==> config.mk <==
export PLATFORM = sky130hd
export DESIGN_NAME = seg_scan_scheduler
export DESIGN_NICKNAME = d
export VERILOG_FILES = /design/src/rtl/seg_scan_scheduler_pkg.sv /design/src/rtl/seg_scan_scheduler_seg7_decode.sv /design/src/rtl/seg_scan_scheduler.sv
export SDC_FILE = /design/constraint.sdc
export NUM_CORES = 1
export LEC_CHECK = 0
export CORE_MARGIN = 5
export CORE_UTILIZATION = 45
export DETAILED_ROUTE_END_ITERATION = 16
export HOLD_SLACK_MARGIN = 0.06
export PLACE_DENSITY = 0.78
export SYNTH_ARGS = -nofsm -noshare
export SYNTH_HDL_FRONTEND = slang
export SYNTH_HIERARCHICAL = 1
export SYNTH_SLANG_ARGS = --single-unit
==> constraint.sdc <==
create_clock -name clk -period 5.2 [get_ports clk]
set_input_delay 0.78 -clock clk [delete_from_list [all_inputs] [get_ports clk]]
set_output_delay 0.78 -clock clk [all_outputs]
set_load 0.01 [all_outputs]
==> src/rtl/seg_scan_scheduler_pkg.sv <==
// Shared types and constants for the seven-segment scan scheduler.
// Source encoding, slot FSM states, segment patterns and nibble/enable helpers.
package seg_scan_scheduler_pkg;

    typedef enum logic {
        SRC_TIMER = 1'b0,
        SRC_MSG   = 1'b1
    } src_e;

    typedef enum logic {
        ST_BLANK = 1'b0,
        ST_ON    = 1'b1
    } slot_st_e;

    // Active-low {g,f,e,d,c,b,a}
    localparam logic [6:0] SEG_BLANK = 7'h7F;
    localparam logic [6:0] SEG_DASH  = 7'h3F;

    // Digit index 0 is the min digit, held in the top nibble
    function automatic logic [3:0] digit_nibble(input logic [15:0] word, input logic [1:0] idx);
        logic [3:0] nib;
        case (idx)
            2'd0:    nib = word[15:12];
            2'd1:    nib = word[11:8];
            2'd2:    nib = word[7:4];
            default: nib = word[3:0];
        endcase
        return nib;
    endfunction

    function automatic logic [3:0] digit_enable_n(input logic [1:0] idx);
        return ~(4'b1000 >> idx);
    endfunction

endpackage

==> src/rtl/seg_scan_scheduler_seg7_decode.sv <==
// Combinational code to active-low segment decoder shared by timer and message sources.
// Timer codes 10-15 blank; message code A is a dash; suppress blanks a zero.
module seg7_decode
    import seg_scan_scheduler_pkg::*;
(
    input  logic [3:0] code,
    input  logic       is_msg,
    input  logic       suppress,
    output logic [6:0] seg_n
);

    always_comb begin
        seg_n = SEG_BLANK;
        case (code)
            4'd0:    seg_n = 7'h40;
            4'd1:    seg_n = 7'h79;
            4'd2:    seg_n = 7'h24;
            4'd3:    seg_n = 7'h30;
            4'd4:    seg_n = 7'h19;
            4'd5:    seg_n = 7'h12;
            4'd6:    seg_n = 7'h02;
            4'd7:    seg_n = 7'h78;
            4'd8:    seg_n = 7'h00;
            4'd9:    seg_n = 7'h10;
            4'hA:    seg_n = is_msg ? SEG_DASH : SEG_BLANK;
            default: seg_n = SEG_BLANK;
        endcase
        if (suppress && (code == 4'd0)) begin
            seg_n = SEG_BLANK;
        end
    end

endmodule

==> src/rtl/seg_scan_scheduler.sv <==
// Scan controller for the shared 4-digit display: per-frame timer/message arbitration,
// blanked digit slots and registered pin outputs. Timer blink built in with SEG_SCAN_BLINK_EN.
module seg_scan_scheduler
    import seg_scan_scheduler_pkg::*;
#(
    parameter int unsigned DIGIT_TICKS       = 24000,
    parameter int unsigned BLANK_TICKS       = 240,
    parameter int unsigned MSG_HOLD_FRAMES   = 500,
    parameter int unsigned BLINK_HALF_FRAMES = 125
) (
    input  logic        clk,
    input  logic        rst,
    input  logic [15:0] timer_digits,
    input  logic        msg_req,
    input  logic [15:0] msg_digits,
    output logic        msg_ack,
    input  logic        blink_en,
    output logic [3:0]  dig_n,
    output logic [6:0]  seg_n,
    output logic        dp_n
);

    // state    | meaning
    // ST_BLANK | leading cycles of a slot, all digits off, segments reloaded
    // ST_ON    | selected digit enabled for the remainder of the slot

    localparam int unsigned SLOT_W = (DIGIT_TICKS > 1) ? $clog2(DIGIT_TICKS) : 1;
    localparam int unsigned HOLD_W = $clog2(MSG_HOLD_FRAMES + 1);
    localparam logic [SLOT_W-1:0] SLOT_LAST = SLOT_W'(DIGIT_TICKS - 1);
    localparam logic [SLOT_W-1:0] BLANK_END = SLOT_W'(BLANK_TICKS);
    localparam logic [HOLD_W-1:0] HOLD_LOAD = HOLD_W'(MSG_HOLD_FRAMES);

    logic [SLOT_W-1:0] slot_cnt_q, slot_cnt_d;
    logic [1:0]        dig_idx_q, dig_idx_d;
    slot_st_e          state_q, state_d;
    src_e              src_q, src_d;
    logic [15:0]       snap_q, snap_d;
    logic [HOLD_W-1:0] hold_q, hold_d;
    logic              msg_ack_q, msg_ack_d;
    logic [3:0]        dig_n_q, dig_n_d;
    logic [6:0]        seg_n_q, seg_n_d;
    logic              dp_n_q, dp_n_d;

    logic              frame_start;
    logic              frame_dark;
    logic [3:0]        dec_code;
    logic              dec_is_msg;
    logic              dec_suppress;
    logic [6:0]        dec_seg_n;

    assign frame_start = (slot_cnt_q == '0) && (dig_idx_q == 2'd0);

`ifdef SEG_SCAN_BLINK_EN
    localparam int unsigned BLINK_W = $clog2(BLINK_HALF_FRAMES + 1);
    localparam logic [BLINK_W-1:0] BLINK_LAST = BLINK_W'(BLINK_HALF_FRAMES);

    logic [BLINK_W-1:0] blink_cnt_q, blink_cnt_d;
    logic               blink_off_q, blink_off_d;

    // Count restarts at 1 on each toggle, so a fresh enable gives a full on-phase first
    always_comb begin
        blink_cnt_d = blink_cnt_q;
        blink_off_d = blink_off_q;
        if (frame_start) begin
            if (!blink_en) begin
                blink_cnt_d = '0;
                blink_off_d = 1'b0;
            end else if (blink_cnt_q == BLINK_LAST) begin
                blink_cnt_d = BLINK_W'(1);
                blink_off_d = ~blink_off_q;
            end else begin
                blink_cnt_d = blink_cnt_q + 1'b1;
            end
        end
    end

    always_ff @(posedge clk or negedge rst) begin
        if (!rst) begin
            blink_cnt_q <= '0;
            blink_off_q <= 1'b0;
        end else begin
            blink_cnt_q <= blink_cnt_d;
            blink_off_q <= blink_off_d;
        end
    end

    assign frame_dark = blink_off_q && (src_q == SRC_TIMER);
`else
    localparam int unsigned unused_blink_half = BLINK_HALF_FRAMES;
    logic unused_blink_en;
    assign unused_blink_en = blink_en;
    assign frame_dark      = 1'b0;
`endif

    seg7_decode u_decode (
        .code     (dec_code),
        .is_msg   (dec_is_msg),
        .suppress (dec_suppress),
        .seg_n    (dec_seg_n)
    );

    always_comb begin
        slot_cnt_d = (slot_cnt_q == SLOT_LAST) ? '0 : slot_cnt_q + 1'b1;
        dig_idx_d  = (slot_cnt_q == SLOT_LAST) ? dig_idx_q + 2'd1 : dig_idx_q;
        state_d    = (slot_cnt_d < BLANK_END) ? ST_BLANK : ST_ON;

        src_d     = src_q;
        hold_d    = hold_q;
        snap_d    = snap_q;
        msg_ack_d = 1'b0;
        if (frame_start) begin
            if (src_q == SRC_MSG) begin
                hold_d = hold_q - 1'b1;
                if (hold_d == '0) begin
                    src_d = SRC_TIMER;
                end
            end
            // Evaluated after hold expiry so a held request is re-granted back-to-back
            if ((src_d == SRC_TIMER) && msg_req) begin
                src_d     = SRC_MSG;
                hold_d    = HOLD_LOAD;
                msg_ack_d = 1'b1;
            end
            snap_d = (src_d == SRC_MSG) ? msg_digits : timer_digits;
        end

        // Uses the _d view so digit 0 decodes the snapshot being taken this cycle
        dec_code     = digit_nibble(snap_d, dig_idx_q);
        dec_is_msg   = (src_d == SRC_MSG);
        dec_suppress = (src_d == SRC_TIMER) && (dig_idx_q == 2'd0);

        seg_n_d = seg_n_q;
        dp_n_d  = dp_n_q;
        if (slot_cnt_q == '0) begin
            seg_n_d = dec_seg_n;
            dp_n_d  = !((src_d == SRC_TIMER) && (dig_idx_q == 2'd2));
        end

        dig_n_d = 4'b1111;
        if ((state_q == ST_ON) && !frame_dark) begin
            dig_n_d = digit_enable_n(dig_idx_q);
        end
    end

    always_ff @(posedge clk or negedge rst) begin
        if (!rst) begin
            slot_cnt_q <= '0;
            dig_idx_q  <= 2'd0;
            state_q    <= ST_BLANK;
            src_q      <= SRC_TIMER;
            snap_q     <= '0;
            hold_q     <= '0;
            msg_ack_q  <= 1'b0;
            dig_n_q    <= 4'b1111;
            seg_n_q    <= SEG_BLANK;
            dp_n_q     <= 1'b1;
        end else begin
            slot_cnt_q <= slot_cnt_d;
            dig_idx_q  <= dig_idx_d;
            state_q    <= state_d;
            src_q      <= src_d;
            snap_q     <= snap_d;
            hold_q     <= hold_d;
            msg_ack_q  <= msg_ack_d;
            dig_n_q    <= dig_n_d;
            seg_n_q    <= seg_n_d;
            dp_n_q     <= dp_n_d;
        end
    end

    assign msg_ack = msg_ack_q;
    assign dig_n   = dig_n_q;
    assign seg_n   = seg_n_q;
    assign dp_n    = dp_n_q;

endmodule

==> results.cfg <==
[logic_synthesis]
synth_top_area_cell = dfrtp_1
ys_seq_elements = 57
ys_warn_count = 6
synth.area.top_cells = dfrtp_1 (35%), dfstp_2 (9.7%), nand2_1 (5.0%)
ys_async_sr_fraction_pct = 100
synth_cells = 342
syn_nets = 387
yosysMostFrequentCell = dfrtp_1
ys_seq_area_share_pct = 44.5
synth_ff_type = dfrtp_1
synth-edff-count = 0
yosysUniqueCellTypes = 62
synth_top_cell_area_share_pct = 34.8
synth_common_cells = dfrtp_1 (45), nand2_1 (43), nor2_1 (41)
syn_area_per_cell_um2 = 9.47
syn_area_um2 = 3240

[clock_network]
cts_resized = 0
cts_sinks = 57
clk_pin_slew_worst_paths_ns = 0.06
clk_latency_ns = 0.34
clockBufferDepth = 2
cts.htree.levels = 3
cts_tree = built
postCtsSetupRepairBufs = 0
cts_hold_buf = 0
cts_root_buf = clkbuf_8
cts_buffers = 9

[worst_setup_path]
cpPeakStageDelay_ns = 0.66
end_kind = flip-flop
critPathKind = flip-flop to flip-flop
crit_chain = inv_1 -> ha_1 -> nor3b_4 -> nand3_2 -> a2111oi_4 -> a21o_1 -> a21oi_1 -> a21oi_1 -> a221oi_1 -> a21oi_1 -> nand2b_1 -> a2bb2oi_1 -> or2_1 -> mux2_2
worst_setup_path_start_kind = flip-flop
crit_slowest_cell = a21oi_1
crit_family = compound AO/OA/AOI/OAI gates
arrival_ns = 4.74
path_max_fanout = 17
crit_top_cell = a21oi_1
crit_buf_inv = 1
cp_data_required_time_ns = 5.46
regToRegSetupSlack_ns = 0.72

[routing]
drt_wl_total_um = 7380
avgRoutedWirePerCell_um = 14.9
viasPerCell = 5.51
antenna_left = 0
firstDrtPassIters = 5
first_iter_violations = 135
via_count = 2727
drc_errors = 0

[flow_run]
maxCapViolCount = 0

[timing]
relSlewSlack_pct = 32.5
grt_setup_unrepaired = no
min_period_over_period_pct = 86.1
skew_ns = 0.00785
setup-violations-final = 0
finalHoldViolCount = 0
tightest_slew_ns = 1.00
period_needed_ns = 4.48
maxSlewViolCount = 0
fmax_mhz = 223
finalSetupTns_ns = 0

[place]
hpwl_um = 5260
gp_congestion = 0.866
port_buffers = 47

[cells_and_area]
post-route-util_pct = 55.8
drive_gt1_share_pct = 16.9
diodes = 0
areaGrowthSynthToFinish_pct = 22.9
fin_nets = 436

[die]
die_height_um = 94.8
pin_count = 49
core_um2 = 7140
fp-row-count = 31
die_x_um = 94.8
start_util_pct = 45.4
dieArea_um2 = 9000

[global_routing]
grt_start_max_net_pins = 58
antenna_found_initial = 0
grt_usage_pct = 17.6
first_global_vias = 2658
gr-total-overflow = 0
grt_pass1_wl_um = 12300

[power_and_ir_drop]
ir_drop_uv = 286
p_per_area_nw_per_um2 = 281
power.leakage_uw = 0.00167

[hold_path]
holdCritPathClass = flip-flop to flip-flop

[outcome]
outcome = finished clean
==> cell families after synthesis <==
family	Yosys count	synth area share, %
buffers and inverters	25	4.83
AOI/OAI and AO/OA	90	19.0
xor gates and xnor gates	13	3.51
adders and majority gates	9	3.48
muxes	7	2.43
and+or+nand+nor	141	22.3
DFF	57	44.5
==> where the power goes <==
part	internal [uW]	switching (uW)	leakage [uW]
sequential	472	16.7	0.000691
clock	294	181	0.000115
combinational	78.7	76.4	0.000863
==> worst register-to-register path: stages (launching register included) <==
cell       delay, ns
dfrtp_1         0.44
inv_1           0.13
ha_1            0.27
nor3b_4         0.30
nand3_2         0.17
a2111oi_4       0.45
a21o_1          0.61
a21oi_1         0.16
a21oi_1         0.27
a221oi_1        0.15
a21oi_1         0.66
nand2b_1        0.25
a2bb2oi_1       0.07
or2_1           0.21
mux2_2          0.27
==> layout by cell type (no fill, tap or decap), drive strengths merged, types with 3 or more instances in the layout <==
cell type | Yosys | final
xor2 | 9 | 9
mux2 | 7 | 7
nand2b | 4 | 4
xnor2 | 4 | 4
buf | 12 | 6
and3 | 3 | 3
inv | 11 | 11
nor4 | 5 | 5
or2 | 4 | 4
nor3 | 5 | 5
dfrtp | 45 | 45
nor3b | 3 | 3
ha | 9 | 9
a31oi | 14 | 14
clkdlybuf4s50 | 0 | 46
o21ai | 20 | 20
nand3 | 14 | 14
nand4 | 3 | 3
clkbuf | 2 | 11
nor2 | 42 | 42
a21oi | 33 | 33
nand2 | 43 | 43
a221oi | 3 | 3
dfstp | 12 | 12
a21o | 4 | 4
or3 | 5 | 5
==> layer usage <==
layer  track usage (%)  vias to the layer above  wire, um
met1              22.6                     1322      3260
met2              28.0                       90      3580
met3              4.62                        9       449
li1                  -                     1306         -
met4              7.33                        0        87
met5                 0                        -         0
==> final timing paths <==
path / startpoint / end / depth (start not counted)
worst max-delay path: hold_q[1] / seg_n[4] / 14
worst min-delay path: state_q / dig_n[3] / 1
worst max register to register: hold_q[1] / seg_n[4] / 14
worst min register to register: state_q / dig_n[3] / 1
max in group asynchronous: rst / snap_q[13] / 2
min in group asynchronous: rst / slot_cnt_q[11] / 2
==> layout make-up <==
class,count,area [um2]
Sequential cell,57,1440
Tap cell,99,124
Clock buffer,11,151
Multi-Input combinational cell,260,1640
Clock inverter,5,77.6
Inverter,11,41.3
Timing Repair Buffer,52,503
Fill cell,658,3160
==> flip-flops by register name (all words and copies together) (netlist names) <==
| name | count |
|---|---|
| snap_q | 16 |
| slot_cnt_q | 15 |
| hold_q | 9 |
| seg_n | 7 |
| dig_n | 4 |
| dig_idx_q | 2 |
| dp_n | 1 |
| msg_ack | 1 |
| src_q | 1 |
| state_q | 1 |
==> through the flow <==
step / cell area (um2) / setup WS, ns / power [uW] / hold slack, ns / instances
global placement: 3750 / 0.973 / 647 / 0.454 / 479
global route: 3980 / 0.387 / 1160 / 0.485 / 495
finish: 3980 / 0.721 / 1120 / 0.455 / 495
CTS: 3980 / 0.789 / 1130 / 0.458 / 495
detailed placement: 3750 / 0.800 / 652 / 0.450 / 479
floorplan: 3240 / 1.98 / 587 / 0.417 / 342
Power figures use the tool's default switching activity.
